File: src/rtl/seg7_pkg.sv
// seg7_pkg: shared FSM state type, segment patterns and digit count for the 7-segment scanner
package seg7_pkg;
  typedef enum logic [1:0] {IDLE, CONV, COMMIT} state_t;
  localparam logic [6:0] SEG_0     = 7'b1111110;
  localparam logic [6:0] SEG_1     = 7'b0110000;
  localparam logic [6:0] SEG_2     = 7'b1101101;
  localparam logic [6:0] SEG_3     = 7'b1111001;
  localparam logic [6:0] SEG_4     = 7'b0110011;
  localparam logic [6:0] SEG_5     = 7'b1011011;
  localparam logic [6:0] SEG_6     = 7'b1011111;
  localparam logic [6:0] SEG_7     = 7'b1110000;
  localparam logic [6:0] SEG_8     = 7'b1111111;
  localparam logic [6:0] SEG_9     = 7'b1111011;
  localparam logic [6:0] SEG_BLANK = 7'b0000000;
  localparam int NUM_DIGITS = 3;
endpackage

File: src/rtl/seg7_digit_decode.sv
// seg7_digit_decode: combinational BCD digit to abcdefg segment pattern
//   digit_i  4-bit digit value; values above 9 decode to all-off
//   blank_i  forces all segments off
//   seg_o    segment pattern, abcdefg, active-high
module seg7_digit_decode
  import seg7_pkg::*;
(
  input  logic [3:0] digit_i,
  input  logic       blank_i,
  output logic [6:0] seg_o
);
  always_comb begin
    seg_o = SEG_BLANK;
    if (!blank_i) begin
      case (digit_i)
        4'd0:    seg_o = SEG_0;
        4'd1:    seg_o = SEG_1;
        4'd2:    seg_o = SEG_2;
        4'd3:    seg_o = SEG_3;
        4'd4:    seg_o = SEG_4;
        4'd5:    seg_o = SEG_5;
        4'd6:    seg_o = SEG_6;
        4'd7:    seg_o = SEG_7;
        4'd8:    seg_o = SEG_8;
        4'd9:    seg_o = SEG_9;
        default: seg_o = SEG_BLANK;
      endcase
    end
  end
endmodule

File: src/rtl/seg7_scan_ctrl.sv
// seg7_scan_ctrl: binary-to-BCD converter feeding a 3-digit multiplexed 7-segment display
//   clk, rst_n   clock, asynchronous active-low reset
//   load_valid   load_data (0..255) is offered; taken when load_ready=1
//   load_ready   idle, a value can be accepted this cycle
//   blank_lz     blank leading-zero hundreds/tens digits
//   busy         conversion in progress
//   seg          registered segment drive, abcdefg, active-high
//   dig_en       registered one-hot digit enable, [0]=ones [1]=tens [2]=hundreds
module seg7_scan_ctrl
  import seg7_pkg::*;
#(
  parameter int SCAN_DIV = 1000
) (
  input  logic       clk,
  input  logic       rst_n,
  input  logic       load_valid,
  input  logic [7:0] load_data,
  output logic       load_ready,
  input  logic       blank_lz,
  output logic       busy,
  output logic [6:0] seg,
  output logic [2:0] dig_en
);
  localparam int DW = SCAN_DIV > 1 ? $clog2(SCAN_DIV) : 1;
  state_t        state_q, state_d;
  logic [2:0]    iter_q, iter_d;
  logic [7:0]    bin_q, bin_d;
  logic [11:0]   bcd_q, bcd_d, bcd_adj;
  logic [11:0]   disp_q, disp_d;
  logic [DW-1:0] div_q;
  logic [1:0]    idx_q;
  logic [6:0]    seg_q, seg_dec;
  logic [2:0]    dig_en_q;
  logic [3:0]    cur_digit;
  logic          cur_blank, tc;
  assign load_ready = state_q == IDLE;
  assign busy       = state_q != IDLE;
  assign seg        = seg_q;
  assign dig_en     = dig_en_q;
  always_comb begin
    bcd_adj = bcd_q;
    for (int i = 0; i < NUM_DIGITS; i++)
      bcd_adj[4*i +: 4] = bcd_q[4*i +: 4] >= 4'd5 ? bcd_q[4*i +: 4] + 4'd3 : bcd_q[4*i +: 4];
  end
  always_comb begin
    state_d = state_q;
    iter_d  = iter_q;
    bin_d   = bin_q;
    bcd_d   = bcd_q;
    disp_d  = disp_q;
    case (state_q)
      IDLE: if (load_valid) begin
        state_d = CONV;
        iter_d  = 3'd0;
        bin_d   = load_data;
        bcd_d   = 12'd0;
      end
      CONV: begin
        {bcd_d, bin_d} = {bcd_adj, bin_q} << 1;
        iter_d         = iter_q + 3'd1;
        state_d        = iter_q == 3'd7 ? COMMIT : CONV;
      end
      COMMIT: begin
        disp_d  = bcd_q;
        state_d = IDLE;
      end
      default: state_d = IDLE;
    endcase
  end
  always_ff @(posedge clk or negedge rst_n) begin
    if (!rst_n) begin
      state_q <= IDLE;
      iter_q  <= '0;
      bin_q   <= '0;
      bcd_q   <= '0;
      disp_q  <= '0;
    end else begin
      state_q <= state_d;
      iter_q  <= iter_d;
      bin_q   <= bin_d;
      bcd_q   <= bcd_d;
      disp_q  <= disp_d;
    end
  end
  assign tc        = div_q == DW'(SCAN_DIV - 1);
  assign cur_digit = idx_q == 2'd2 ? disp_q[11:8] : idx_q == 2'd1 ? disp_q[7:4] : disp_q[3:0];
  // tens is only a leading zero when hundreds is zero too
  assign cur_blank = blank_lz && (idx_q == 2'd2 ? disp_q[11:8] == 4'd0 :
                                  idx_q == 2'd1 ? disp_q[11:4] == 8'd0 : 1'b0);
  seg7_digit_decode u_dec (
    .digit_i (cur_digit),
    .blank_i (cur_blank),
    .seg_o   (seg_dec)
  );
  always_ff @(posedge clk or negedge rst_n) begin
    if (!rst_n) begin
      div_q    <= '0;
      idx_q    <= '0;
      seg_q    <= SEG_BLANK;
      dig_en_q <= '0;
    end else begin
      div_q    <= tc ? '0 : div_q + DW'(1);
      idx_q    <= tc ? (idx_q == 2'(NUM_DIGITS - 1) ? 2'd0 : idx_q + 2'd1) : idx_q;
      seg_q    <= seg_dec;
      dig_en_q <= 3'b001 << idx_q;
    end
  end
endmodule

File: config.mk
export PLATFORM = sky130hd
export DESIGN_NAME = seg7_scan_ctrl
export DESIGN_NICKNAME = d
export VERILOG_FILES = /design/src/rtl/seg7_pkg.sv /design/src/rtl/seg7_digit_decode.sv /design/src/rtl/seg7_scan_ctrl.sv
export SDC_FILE = /design/constraint.sdc
export NUM_CORES = 1
export LEC_CHECK = 0
export BUFFER_PORTS_ARGS = -buffer_cell sky130_fd_sc_hd__buf_2
export CAP_MARGIN = 20
export CORE_UTILIZATION = 34
export DETAILED_ROUTE_END_ITERATION = 10
export SLEW_MARGIN = 20
export SYNTH_ARGS = -nofsm -noshare
export SYNTH_HDL_FRONTEND = slang
export SYNTH_SLANG_ARGS = --single-unit
File: constraint.sdc
create_clock -name clk -period 2.35 [get_ports clk]
set_input_delay 0.235 -clock clk [delete_from_list [all_inputs] [get_ports clk]]
set_output_delay 0.235 -clock clk [all_outputs]
set_load 0.02 [all_outputs]
==> impl_metrics.ini <==
[yosys]
netlist_area_um2 = 2930
synth.distinct_cells = 42
synthesis.nets = 311
syn_inst = 285
ys_seq_elements = 59
avgSynthCellArea_um2 = 10.3
ys_warn_count = 0
ys_seq_area_share_pct = 50.4

[final_layout]
register_area_um2 = 1480
utilization_pct = 41.8
diodes = 0
drive_above_1_share_pct = 18.8
layout.nets = 340
post_layout_nonfiller_instances = 424
design_area_um2 = 3450
multiInputGateArea_um2 = 1360
fillCellCount = 824
synthToLayoutAreaGrowth_pct = 17.8

[setup_path]
slowest_delay_ps = 640
start_kind = flop
criticalPathCategory = reg2reg
cp.buffers_inverters = 1
critPathSlowestCell = dfrtp_1
crit_family = multiplexers
worstPathCellList = mux2i_1 > mux2_2 > inv_1 > ha_1 > mux2_2 > a211oi_1
crit_top_cell = mux2_2
end_kind = flop
required_ps = 2590
critical_path.max_fanout = 12
crit_arrival_ps = 2330

[timing]
fin_crit_sh_pct = 89.0
clock_skew_ps = 7.17
tightestPinTransition_ps = 570
setup_slack_ps = 259
fin_crit_ps = 2090
fmax_ghz = 0.478
slew_viol_final = 0
hold_violations = 0
relSlewSlack_pct = 62.0
rsz0062_at_grt = no
setup_viol = 0
finalSetupTns_ps = 0

[cts]
clk_transition_reported_paths_ps = 70
cts_num_sinks = 59
clock_path_buffers = 2
insertion_delay_ps = 340
cts_root_buffer = clkbuf_8
cts_buffers = 9
postCtsSetupBuffers = 0
cts_tree = yes
cts_max_level = 3

[grt]
grt_pass1_wl_um = 9450
grt_pass1_vias = 2083
track_usage_pct = 13.5
grt_overflow = 0
grt_max_degree = 38
antenna_found_initial = 0

[status]
outcome = complete, no violations

[place]
place_hpwl_um = 3580
dp_cells = 407
place_ws_ps = 301
io_buffers = 23
gp_congestion = 0.813
place_area_um2 = 3180

[floorplan]
ios = 24
core_area_um2 = 8260
rows = 33
design.die.area_um2 = 8990
die_h_um = 94.8
fp.dieW_um = 94.8
initial_core_util_pct = 35.5

[route]
drc = 0
drt-initial-drc-count = 57
ant_nets = 0
finalWirelength_um = 5250
dr.pass1.iters = 4
avgRoutedWirePerCell_um = 12.4
viasPerCell = 4.90
vias = 2079

[flow_run]
cap_viol_max_count = 0

[power]
ir_worst_vdd_uv = 657
powerDensity_nw_per_um2 = 1190
leakage_nw = 1.56

[hold_path]
hp-class = in2reg
[final cells by class]
| class | count | area share (%) |
|---|---|---|
| inverter | 11 | 1.20 |
| multi-input combinational | 204 | 39.5 |
| clock inverter | 7 | 4.06 |
| clock buffer | 9 | 3.59 |
| timing repair buffer | 29 | 5.08 |
| tap | 105 | 3.81 |
| sequential | 59 | 42.8 |
[where the power goes]
part / total, mW / internal, mW / switching, mW
Sequential: 1.55 / 1.31 / 0.234
Combinational: 1.33 / 0.622 / 0.704
Clock: 1.23 / 0.809 / 0.419
[cells in the mapped netlist]
cell | instances | area, µm²
a31oi_1 | 1 | 6.26
and3_1 | 1 | 6.26
nor2_4 | 1 | 11.3
nand3_1 | 6 | 30.0
a22oi_1 | 6 | 45.0
nand4_1 | 2 | 12.5
mux2i_1 | 10 | 100
xor2_1 | 7 | 61.3
a211oi_1 | 1 | 7.51
buf_6 | 1 | 11.3
a21oi_1 | 14 | 70.1
or3b_1 | 1 | 8.76
a311oi_1 | 2 | 17.5
a211oi_2 | 1 | 12.5
nor2_1 | 9 | 33.8
and2_1 | 2 | 12.5
mux2i_2 | 1 | 13.8
nand2b_1 | 6 | 37.5
clkbuf_1 | 8 | 30.0
nor3_1 | 4 | 20.0
inv_1 | 11 | 41.3
o21ai_0 | 26 | 130
ha_1 | 14 | 175
and4_1 | 1 | 8.76
xnor2_1 | 4 | 35.0
or2b_1 | 1 | 7.51
or3_1 | 2 | 12.5
mux2_2 | 8 | 90.1
mux2_4 | 3 | 45.0
nand2_1 | 43 | 161
buf_2 | 1 | 5.00
o211ai_1 | 1 | 7.51
nor2b_1 | 13 | 81.3
buf_1 | 1 | 3.75
or4_1 | 1 | 7.51
a22o_1 | 5 | 43.8
a21oi_2 | 1 | 8.76
o21bai_1 | 1 | 7.51
or2_2 | 1 | 6.26
dfrtp_1 | 59 | 1480
o31ai_1 | 2 | 15.0
nor4_1 | 2 | 12.5
[state kept, by name (all words and copies together) (netlist names)]
register  count
bcd_q        12
bin_q         8
dig_en        3
disp_q       12
div_q        10
idx_q         2
iter_q        3
seg           7
state_q       2
[cell usage in the layout, fill, tap and decap left out, drive strengths merged, types with 2 or more instances in the layout]
cell type and count:
a211oi 2, a21oi 15, a22o 5, a22oi 6, a311oi 2, and2 2
buf 28, bufinv 4, clkbuf 9, clkinvlp 2, dfrtp 59, ha 14
inv 11, mux2 11, mux2i 11, nand2 43, nand2b 6, nand3 6
nand4 2, nor2 10, nor2b 13, nor3 4, nor4 2, o21ai 26
o31ai 2, or3 2, xnor2 4, xor2 7
[through the flow]
step | total power, mW | hold slack [ps]
after global placement | 2.88 | 244
after global routing | 4.42 | 193
after detailed placement | 2.90 | 236
after CTS | 4.15 | 173
final | 4.10 | 181
after floorplan | 2.55 | -60.6
[repair_timing]
item / in CTS / in global routing
hold buffers: 1 / 0
resized for setup: 0 / 0
setup endpoints to repair: 0 / 0
endpoints found under the hold margin: 22 / 0
[cells by family (layout without fill, tap and decap cells)]
| kind of cell | after synthesis | after routing | synth area share [%] |
|---|---|---|---|
| AND/OR/NAND/NOR | 96 | 96 | 16.1 |
| AO/OA/AOI/OAI | 61 | 61 | 12.7 |
| flip-flops | 59 | 59 | 50.4 |
| multiplexers | 22 | 22 | 8.50 |
| buffers and inverters | 22 | 56 | 3.12 |
| adder cells (fa/ha/maj) | 14 | 14 | 5.98 |
| XOR/XNOR | 11 | 11 | 3.29 |
[layer usage]
metal | GRT usage [%] | share of wire (%) | up-vias
met2 | 21.6 | 46 | 44
met5 | 0 | 0 | -
met1 | 17.0 | 48 | 986
met4 | 4.42 | 1.3 | 0
met3 | 4.83 | 4.9 | 8
li1 | - | - | 1041
[worst min-delay path: stages]
cell and delay [ps]:
buf_2 70, a21oi_1 40, o21ai_0 130
[path summary, 6_finish.rpt]
check | startpoint | end | slack, ps | cells past startpoint
worst max-delay path | idx_q[1] | seg[3] | 260 | 6
worst min-delay path | load_data[3] | bin_q[3] | 180 | 3
worst max register to register | idx_q[1] | seg[3] | 260 | 6
worst min register to register | div_q[0] | div_q[0] | 480 | 1
max in group asynchronous | rst_n | bcd_q[2] | 1390 | 3
min in group asynchronous | rst_n | div_q[7] | 380 | 2
Note: power is estimated with default switching activity, not from simulation.
